$ cat src/rtl/line_rasterizer.sv
// line_rasterizer
//   Walks one projected edge with integer Bresenham and emits one pixel write
//   per cycle towards the framebuffer adapter. Endpoints arrive origin-centred
//   with +y up; they are converted to screen space (origin top-left, +y down)
//   before the walk.
//
// Ports
//   clock, resetn         rising-edge clock, asynchronous active-low reset
//   in_valid / in_ready   edge request handshake (accepted only in IDLE)
//   x0,y0,x1,y1           signed endpoints, projection space
//   colour                edge colour
//   plot / plot_ready     pixel write handshake
//   px, py, pcolour       pixel position (screen space) and colour
//   busy                  edge in progress (SETUP or DRAW)
//   line_done             one-cycle pulse after the last pixel step
//
// Build option
//   CLIP_EN  when defined, off-screen points are suppressed (plot=0) and the
//            walk steps through them without waiting for plot_ready.
//            When undefined, every point is plotted and px/py wrap.

module line_rasterizer #(
  parameter int COORD_W = 12,
  parameter int SCR_W   = 320,
  parameter int SCR_H   = 240,
  parameter int XW      = 9,
  parameter int YW      = 8,
  parameter int CW      = 3
) (
  input  logic                      clock,
  input  logic                      resetn,
  input  logic                      in_valid,
  output logic                      in_ready,
  input  logic signed [COORD_W-1:0] x0,
  input  logic signed [COORD_W-1:0] y0,
  input  logic signed [COORD_W-1:0] x1,
  input  logic signed [COORD_W-1:0] y1,
  input  logic        [CW-1:0]      colour,
  output logic                      plot,
  input  logic                      plot_ready,
  output logic        [XW-1:0]      px,
  output logic        [YW-1:0]      py,
  output logic        [CW-1:0]      pcolour,
  output logic                      busy,
  output logic                      line_done
);

  localparam int IW = COORD_W + 2;

  localparam logic signed [IW-1:0] HALF_W = IW'(SCR_W / 2);
  localparam logic signed [IW-1:0] HALF_H = IW'(SCR_H / 2);
  localparam logic signed [IW-1:0] ONE    = IW'(1);

  typedef enum logic [1:0] {
    IDLE  = 2'd0,
    SETUP = 2'd1,
    DRAW  = 2'd2,
    DONE  = 2'd3
  } state_t;

  state_t state, state_nxt;

  // Captured request
  logic signed [COORD_W-1:0] rx0, ry0, rx1, ry1;

  // Walk state
  logic signed [IW-1:0] cx, cy, ex, ey, dx, dy, err;
  logic                 sxn, syn;   // step direction is negative

  // Setup arithmetic
  logic signed [IW-1:0] s_x0, s_y0, s_x1, s_y1, d_x, d_y, a_dx, a_dy;

  // Step arithmetic
  logic signed [IW:0]   e2, ndy_w, dx_w;
  logic                 stx, sty, last, advance;
  logic signed [IW-1:0] err_n, cx_n, cy_n;

  function automatic logic signed [IW-1:0] ext(input logic signed [COORD_W-1:0] v);
    return {{2{v[COORD_W-1]}}, v};
  endfunction

`ifdef CLIP_EN
  localparam logic signed [IW-1:0] LIM_W = IW'(SCR_W);
  localparam logic signed [IW-1:0] LIM_H = IW'(SCR_H);

  function automatic logic vis(input logic signed [IW-1:0] x,
                               input logic signed [IW-1:0] y);
    return !x[IW-1] && (x < LIM_W) && !y[IW-1] && (y < LIM_H);
  endfunction
`else
  function automatic logic vis(input logic signed [IW-1:0] x,
                               input logic signed [IW-1:0] y);
    return (x == x) && (y == y);
  endfunction
`endif

  // Projection -> screen conversion and deltas for the captured edge
  always_comb begin
    s_x0 = ext(rx0) + HALF_W;
    s_y0 = HALF_H - ext(ry0);
    s_x1 = ext(rx1) + HALF_W;
    s_y1 = HALF_H - ext(ry1);
    d_x  = s_x1 - s_x0;
    d_y  = s_y1 - s_y0;
    a_dx = d_x[IW-1] ? -d_x : d_x;
    a_dy = d_y[IW-1] ? -d_y : d_y;
  end

  // One Bresenham step from the current point. e2 is widened by one bit so
  // doubling err cannot wrap.
  always_comb begin
    e2      = {err, 1'b0};
    ndy_w   = -{dy[IW-1], dy};
    dx_w    = {dx[IW-1], dx};
    stx     = (e2 > ndy_w);
    sty     = (e2 < dx_w);
    err_n   = err - (stx ? dy : '0) + (sty ? dx : '0);
    cx_n    = stx ? (sxn ? cx - ONE : cx + ONE) : cx;
    cy_n    = sty ? (syn ? cy - ONE : cy + ONE) : cy;
    last    = (cx == ex) && (cy == ey);
    // A suppressed point (plot=0 while drawing) steps without a handshake.
    advance = plot_ready || !plot;
  end

  always_ff @(posedge clock or negedge resetn) begin
    if (!resetn) state <= IDLE;
    else         state <= state_nxt;
  end

  always_comb begin
    state_nxt = state;
    case (state)
      IDLE:    if (in_valid) state_nxt = SETUP;
      SETUP:   state_nxt = DRAW;
      DRAW:    if (advance && last) state_nxt = DONE;
      DONE:    state_nxt = IDLE;
      default: state_nxt = IDLE;
    endcase
  end

  always_ff @(posedge clock or negedge resetn) begin
    if (!resetn) begin
      rx0     <= '0;
      ry0     <= '0;
      rx1     <= '0;
      ry1     <= '0;
      pcolour <= '0;
      cx      <= '0;
      cy      <= '0;
      ex      <= '0;
      ey      <= '0;
      dx      <= '0;
      dy      <= '0;
      err     <= '0;
      sxn     <= 1'b0;
      syn     <= 1'b0;
      plot    <= 1'b0;
    end else begin
      case (state)
        IDLE: begin
          plot <= 1'b0;
          if (in_valid) begin
            rx0     <= x0;
            ry0     <= y0;
            rx1     <= x1;
            ry1     <= y1;
            pcolour <= colour;
          end
        end
        SETUP: begin
          cx   <= s_x0;
          cy   <= s_y0;
          ex   <= s_x1;
          ey   <= s_y1;
          dx   <= a_dx;
          dy   <= a_dy;
          err  <= a_dx - a_dy;
          sxn  <= d_x[IW-1];
          syn  <= d_y[IW-1];
          plot <= vis(s_x0, s_y0);
        end
        DRAW: begin
          if (advance) begin
            if (last) begin
              plot <= 1'b0;
            end else begin
              cx   <= cx_n;
              cy   <= cy_n;
              err  <= err_n;
              plot <= vis(cx_n, cy_n);
            end
          end
        end
        default: plot <= 1'b0;
      endcase
    end
  end

  assign px        = cx[XW-1:0];
  assign py        = cy[YW-1:0];
  assign in_ready  = (state == IDLE);
  assign busy      = (state == SETUP) || (state == DRAW);
  assign line_done = (state == DONE);

endmodule

$ cat config.mk
export PLATFORM = sky130hd
export DESIGN_NAME = line_rasterizer
export DESIGN_NICKNAME = d
export VERILOG_FILES = /design/src/rtl/line_rasterizer.sv
export SDC_FILE = /design/constraint.sdc
export NUM_CORES = 1
export LEC_CHECK = 0
export CORE_UTILIZATION = 55
export DETAILED_ROUTE_END_ITERATION = 8
export PLACE_DENSITY = 0.78
export RECOVER_POWER = 50
export SETUP_SLACK_MARGIN = 0.1
export SLEW_MARGIN = 20
export SYNTH_ARGS = -nofsm -noshare
export SYNTH_HDL_FRONTEND = slang
export SYNTH_SLANG_ARGS = --single-unit
export TNS_END_PERCENT = 20
$ cat constraint.sdc
create_clock -name clock -period 5.8 [get_ports clock]
set_input_delay 0.58 -clock clock [delete_from_list [all_inputs] [get_ports clock]]
set_output_delay 0.58 -clock clock [all_outputs]
set_load 0.05 [all_outputs]
=== Word-level counts from Yosys, hierarchy flattened ===
Index checks and enable logic that the tools add are counted.
Widths: inputs -> output; s select.

* Register bits after elaboration: 152
* Input bits: 55
* Output and inout bits: 24
* Logic and storage cells: 80

* $add $sub $neg: 16
* Magnitude comparators: 2
* Equal/unequal tests: 11
* Multiplexer cells: 23
* Reductions and logical operators: 12

{| class="wikitable"
|+ Operators with widths
! kind !! count
|-
| $mux 14 || 14
|-
| $pmux 14 s2 || 3
|-
| $add 14x2->14 const B || 2
|-
| $eq 14x13->1 || 2
|-
| $neg 14->14 || 2
|-
| $sub 13x13->14 || 2
|-
| $sub 14x14->14 || 2
|-
| $sub 14x2->14 const B || 2
|-
| $add 12x9->13 const B || 2
|-
| $sub 8x12->13 const A || 2
|-
| $gt 15x15->1 || 1
|-
| $lt 15x14->1 || 1
|-
| $neg 15->15 || 1
|-
| $add 14x14->14 || 1
|-
| $ne 2x2->1 const B || 6
|-
| $pmux 2 s4 || 1
|-
| $reduce_and 4->1 || 2
|-
| $eq 2x2->1 const B || 2
|-
| $mux 2 || 2
|-
| $reduce_and 2->1 || 2
|-
| $reduce_and 3->1 || 1
|-
| $eq 2x1->1 const B || 1
|-
| $logic_and 1x1->1 || 2
|-
| $logic_not 2->1 || 1
|-
| other kinds (5) || 7
|}

=== Depth between registers and ports, before layout ===
* Depth in word-level cells: 8
* Mapped depth: 32
* Depth with buffers taken out: 31

=== Worst setup path after synthesis ===
Ideal clock, no wire load.

* Path type: reg-to-reg
* From: register ry1[0]
* To: register err[13]
* Arrival time: 5509 ps
* Data required time: 5668 ps
* Slack: 159 ps
* Cell stages (with the launch flop): 30
* Path buffers: 1
* Period minus slack after synthesis: 5641 ps
* Cell sequence: dfrtp_1 > inv_1 > ha_1 > nor2b_1 > nand2b_1 > xor2_1 > ha_1 > or3_1 > o22ai_1 > maj3_2 > a211oi_2 > o2111ai_1 > a22o_1 > clkbuf_1 > nor2_1 > a21oi_1 > ha_1 > nor2b_1 > o21ai_0 > a21boi_0 > o21ai_0 > a21boi_0 > o21ai_0 > a21boi_0 > o31a_1 > or2_2 > maj3_1 > a21oi_2 > xnor2_1 > o211ai_1

* Longest elaborated chain between the ends: 6

{| class="wikitable"
|+ RTL lines
! element !! line !! RTL
|-
| from (decl) || 64 || <nowiki>logic signed [COORD_W-1:0] rx0, ry0, rx1, ry1;</nowiki>
|-
| from (signal assigned) || 166 || <nowiki>ry1 <= y1;</nowiki>
|-
| $sub 8x12->13 * || 102 || <nowiki>s_y1 = HALF_H - ext(ry1);</nowiki>
|-
| via s_y1[4] || 71 || <nowiki>logic signed [IW-1:0] s_x0, s_y0, s_x1, s_y1, d_x, d_y, a_dx, a_dy;</nowiki>
|-
| $sub 13x13->14 * || 104 || <nowiki>d_y = s_y1 - s_y0;</nowiki>
|-
| $neg 14->14 || 106 || <nowiki>a_dy = d_y[IW-1] ? -d_y : d_y;</nowiki>
|-
| $mux 14 * || 106 ||
|-
| $sub 14x14->14 * || 177 || <nowiki>err <= a_dx - a_dy;</nowiki>
|-
| $pmux 14 s2 * || 159 || <nowiki>case (state)</nowiki>
|-
| to (signal assigned) || 177 ||
|-
| to (signal assigned) || 189 || <nowiki>err <= err_n;</nowiki>
|-
| to (decl) || 67 || <nowiki>logic signed [IW-1:0] cx, cy, ex, ey, dx, dy, err;</nowiki>
|}

The timed path passes the listed nets; every way through them passes the cells marked *.
A chain may end at the register's enable or synchronous reset.

=== Worst setup path in the final report ===
Ends and elaborated chain as after synthesis.

==> summary.md <==
| Metric | Value |
|---|---|
| Largest family of logic cells by synthesized area | compound AO/OA/AOI/OAI gates |
| Crit path launch type | register |
| Starting Density | 56.65% |
| Layout Area Growth over Synthesis | 18.90% |
| Worst Max-Slew Pin Slew | 4.181 ns |
| Vias | 10090 |
| Max Clock Skew | 0.01415 ns |
| Crit Path Max Fanout | 4 |
| Fin crit period | 5.580 ns |
| Placed Instances | 1670 |
| Yosys reg bits | 152 |
| DP HPWL | 23010 um |
| Setup-failing EPs final | 0 |
| First-pass GRT wire length | 49400 um |
| Mux share of post-synthesis cell area | 8.368% |
| Slew HR | -178.7% |
| Nets | roughly 1600 |
| Synth unique cells | 67 |
| Post-Synth Adder-Cell Area | 14.79% |
| Largest net degree at the start of global routing | 106 |
| Routed Wire Length | around 31000 um |
| Post-synthesis sequential area ratio | 31.64% |
| Status | complete, but fails checks |
| TritonCTS clock tree | yes |
| Share of flip-flops with an asynchronous set or reset | 100.0% |
| Die width | between 100 and 150 um |
| Max Fclk | between 150 and 200 MHz |
| Worst setup path category | reg2reg |
| Final max-slew violation count | 290 |
| Total grt overflow | 0 |
| Num CTS Buffers | 17 |
| Top FF cell, synth | dfrtp_1 |
| RSZ-0062 raised after global routing | yes |
| Clock transition at path regs | 0.07 ns |
| Longest Clk Path Bufs | 2 |
| Highest cell delay on the worst timing path | 0.40 ns |
| Clk_lat worst skew | around 0.44 ns |
| Worst setup EP type | register |
| Initial DRT Pass Iterations | 5 |
| Ratio of cells with drive above 1 in the final layout | about 18% |
| Root buffer cell | clkbuf_16 |
| Critical Path Slowest Stage Cell | dfrtp_1 |
| WL per Instance | 18.14 um |
| Finished Layout Cells | 1727 |
| Crit path required time | 6.11 ns |
| XOR/XNOR Fraction of Synth Area | 10.92% |
| Post-Syn Nets | between 1500 and 2000 |
| Max-cap viol count | 4 |
| Hold Path Class | reg2reg |
| Die ar. | about 0.022 mm2 |
| Final worst slack | 0.2200 ns |
| CTS Sinks | 152 |
| Worst path most repeated cell | a21boi_1 |
| GP Congestion | 0.9552 |
| Failing checks | max-capacitance violations, max-slew violations |
| Post-Synthesis Cell Area | 0.01202 mm2 |
| H-tree depth | 4 |
| Post-synth EDFFs | 0 |
| Final period util | 96.21% |
| Top cell type's share of synthesized area | 31.64% |
| Remaining antenna violation count | 0 |
| Core Region | 0.02122 mm2 |
| Synth warn | 0 |
| Antenna cell count | 0 |
| Simple-Gate Fraction of Synth Area | 13.71% |
| Synth Area in Compound Gates | 14.80% |
| PortBufs | 78 |
| Final hold violations | 0 |
| Worst Path Arrival | 5.89 ns |
| Cell count after synthesis | 1329 |
| Core Rows | between 50 and 60 |
| Vias per cell | approximately 5.8 |
| DRC | 0 |
| Total Routing Usage GR | ~28% |
| Initial antenna violation count | 0 |
| Post-synth top area cell | dfrtp_1 |
| Setup WS pre-CTS | -0.04672 ns |
| Number of global-route vias before repair | 9890 |
| Ports | 79 |
| Synth area leaders | dfrtp_1 (32%), ha_1 (11%), mux2_2 (7.1%) |
| Die height | 149.8 um |
| Syn avg cell area | 9.046 um2 |
| DRT iter0 DRCs | approximately 570 |
cells in the mapped netlist, types with 4 or more instances:
master and number:
nor4_1 9, o21a_1 14, nand3_1 15, o21ai_0 83, mux2_2 76, and3_1 5, o31a_1 4, buf_1 10
dfrtp_1 152, nand4_1 8, nand2b_1 17, clkbuf_1 26, nor2b_1 21, fa_1 18, ha_1 109, a21o_1 22
o21bai_1 4, a21oi_1 95, xnor2_1 87, o211ai_1 5, a31o_2 4, a21boi_0 15, buf_4 17, a22oi_1 4
o311a_1 4, nor3_1 23, nand2_1 96, mux2i_1 15, xor2_1 61, nor2_1 109, and2_1 13, inv_1 114
or3_1 9, a31oi_1 9
kinds of logic after synthesis:
group	Yosys count
simple gates	346
compound gates	291
buf+inv	168
flops	152
xor+xnor	149
fa+ha+maj	132
mux	91
state kept, by name, summed over array words and instances (netlist names), 2 cells and up:
signal / count
cx: 14
pcolour: 3
ey: 13
rx1: 12
dy: 14
dx: 14
err: 14
rx0: 12
ry1: 12
ry0: 12
ex: 13
cy: 14
state: 2
cell type report:
| cell class | instances | area (um2) |
|---|---|---|
| clock buffer | 18 | 439.2 |
| clock inverter | 14 | 153.9 |
| fill | 1651 | 6927 |
| inverter | 115 | 431.7 |
| multi-input combinational | 1009 | 7843 |
| sequential | 152 | 3804 |
| tap | 275 | 344.1 |
| timing repair buffer | 144 | 1279 |
path summary, 6_finish.rpt:
kind                            startpoint    endpoint  slack (ns)  cells after the start
worst max-delay path                ry1[0]     err[13]        0.22                     25
worst min-delay path            pcolour[0]  pcolour[0]        0.51                      1
min in group asynchronous           resetn      ry0[3]        0.93                      1
max in group asynchronous           resetn     err[10]        1.36                      2
worst min register to register  pcolour[0]  pcolour[0]        0.51                      1
worst max register to register      ry1[0]     err[13]        0.22                     25
critical path: cells and delay by family (launching register included):
kind | cells | cell delay (ns)
AND/OR/NAND/NOR | 4 | 0.74
flip-flops | 1 | 0.40
AO/OA/AOI/OAI | 13 | 2.25
buffers and inverters | 1 | 0.13
XOR/XNOR | 3 | 0.55
adder cells (fa/ha/maj) | 4 | 1.39
repair_timing:
item                                    4_1_cts  5_1_grt
pin swaps                                    10       67
gates resized for setup                      17       77
hold buffers                                  0        0
endpoints found under the setup margin        4        6
hold endpoints to repair                      0        0
setup buffers                                 5       20
cells in the final DEF, fill, tap and decap left out, types with 22 or more instances in the layout:
cell type        netlist  final
ha_1                 109    101
buf_4                 17     60
inv_1                114    112
a21oi_1               95     86
xnor2_1               87     84
xor2_1                61     56
dfrtp_1              152    152
clkdlybuf4s50_1        0     77
nand2_1               96     94
o21ai_0               83     66
nor2_1               109    107
a21o_1                22     22
mux2_2                76     76
layer usage:
| metal | track usage (%) | part of all wire, % | vias to the layer above |
|---|---|---|---|
| met5 | 0 | 0 | - |
| met4 | 10.81 | 3.6 | 0 |
| met3 | 5.000 | 5.6 | 81 |
| met2 | 47.43 | 48 | 348 |
| met1 | 36.51 | 43 | 4888 |
| li1 | - | - | 4773 |
metrics by stage:
stage	hold WS, ns	TNS, ns	instance area [um2]	util [%]
after floorplan	0.2844	0	12020	-
after global placement	0.4865	0	13200	62.21
after detailed placement	0.4935	-0.04672	13200	62.21
after CTS	0.2973	0	13860	65.29
after global routing	0.5265	-0.09487	14290	67.36
final	0.5068	0	14290	67.36
Power is not shown: default switching activity piles up to over one toggle a cycle in this logic, so the estimate is an artifact.
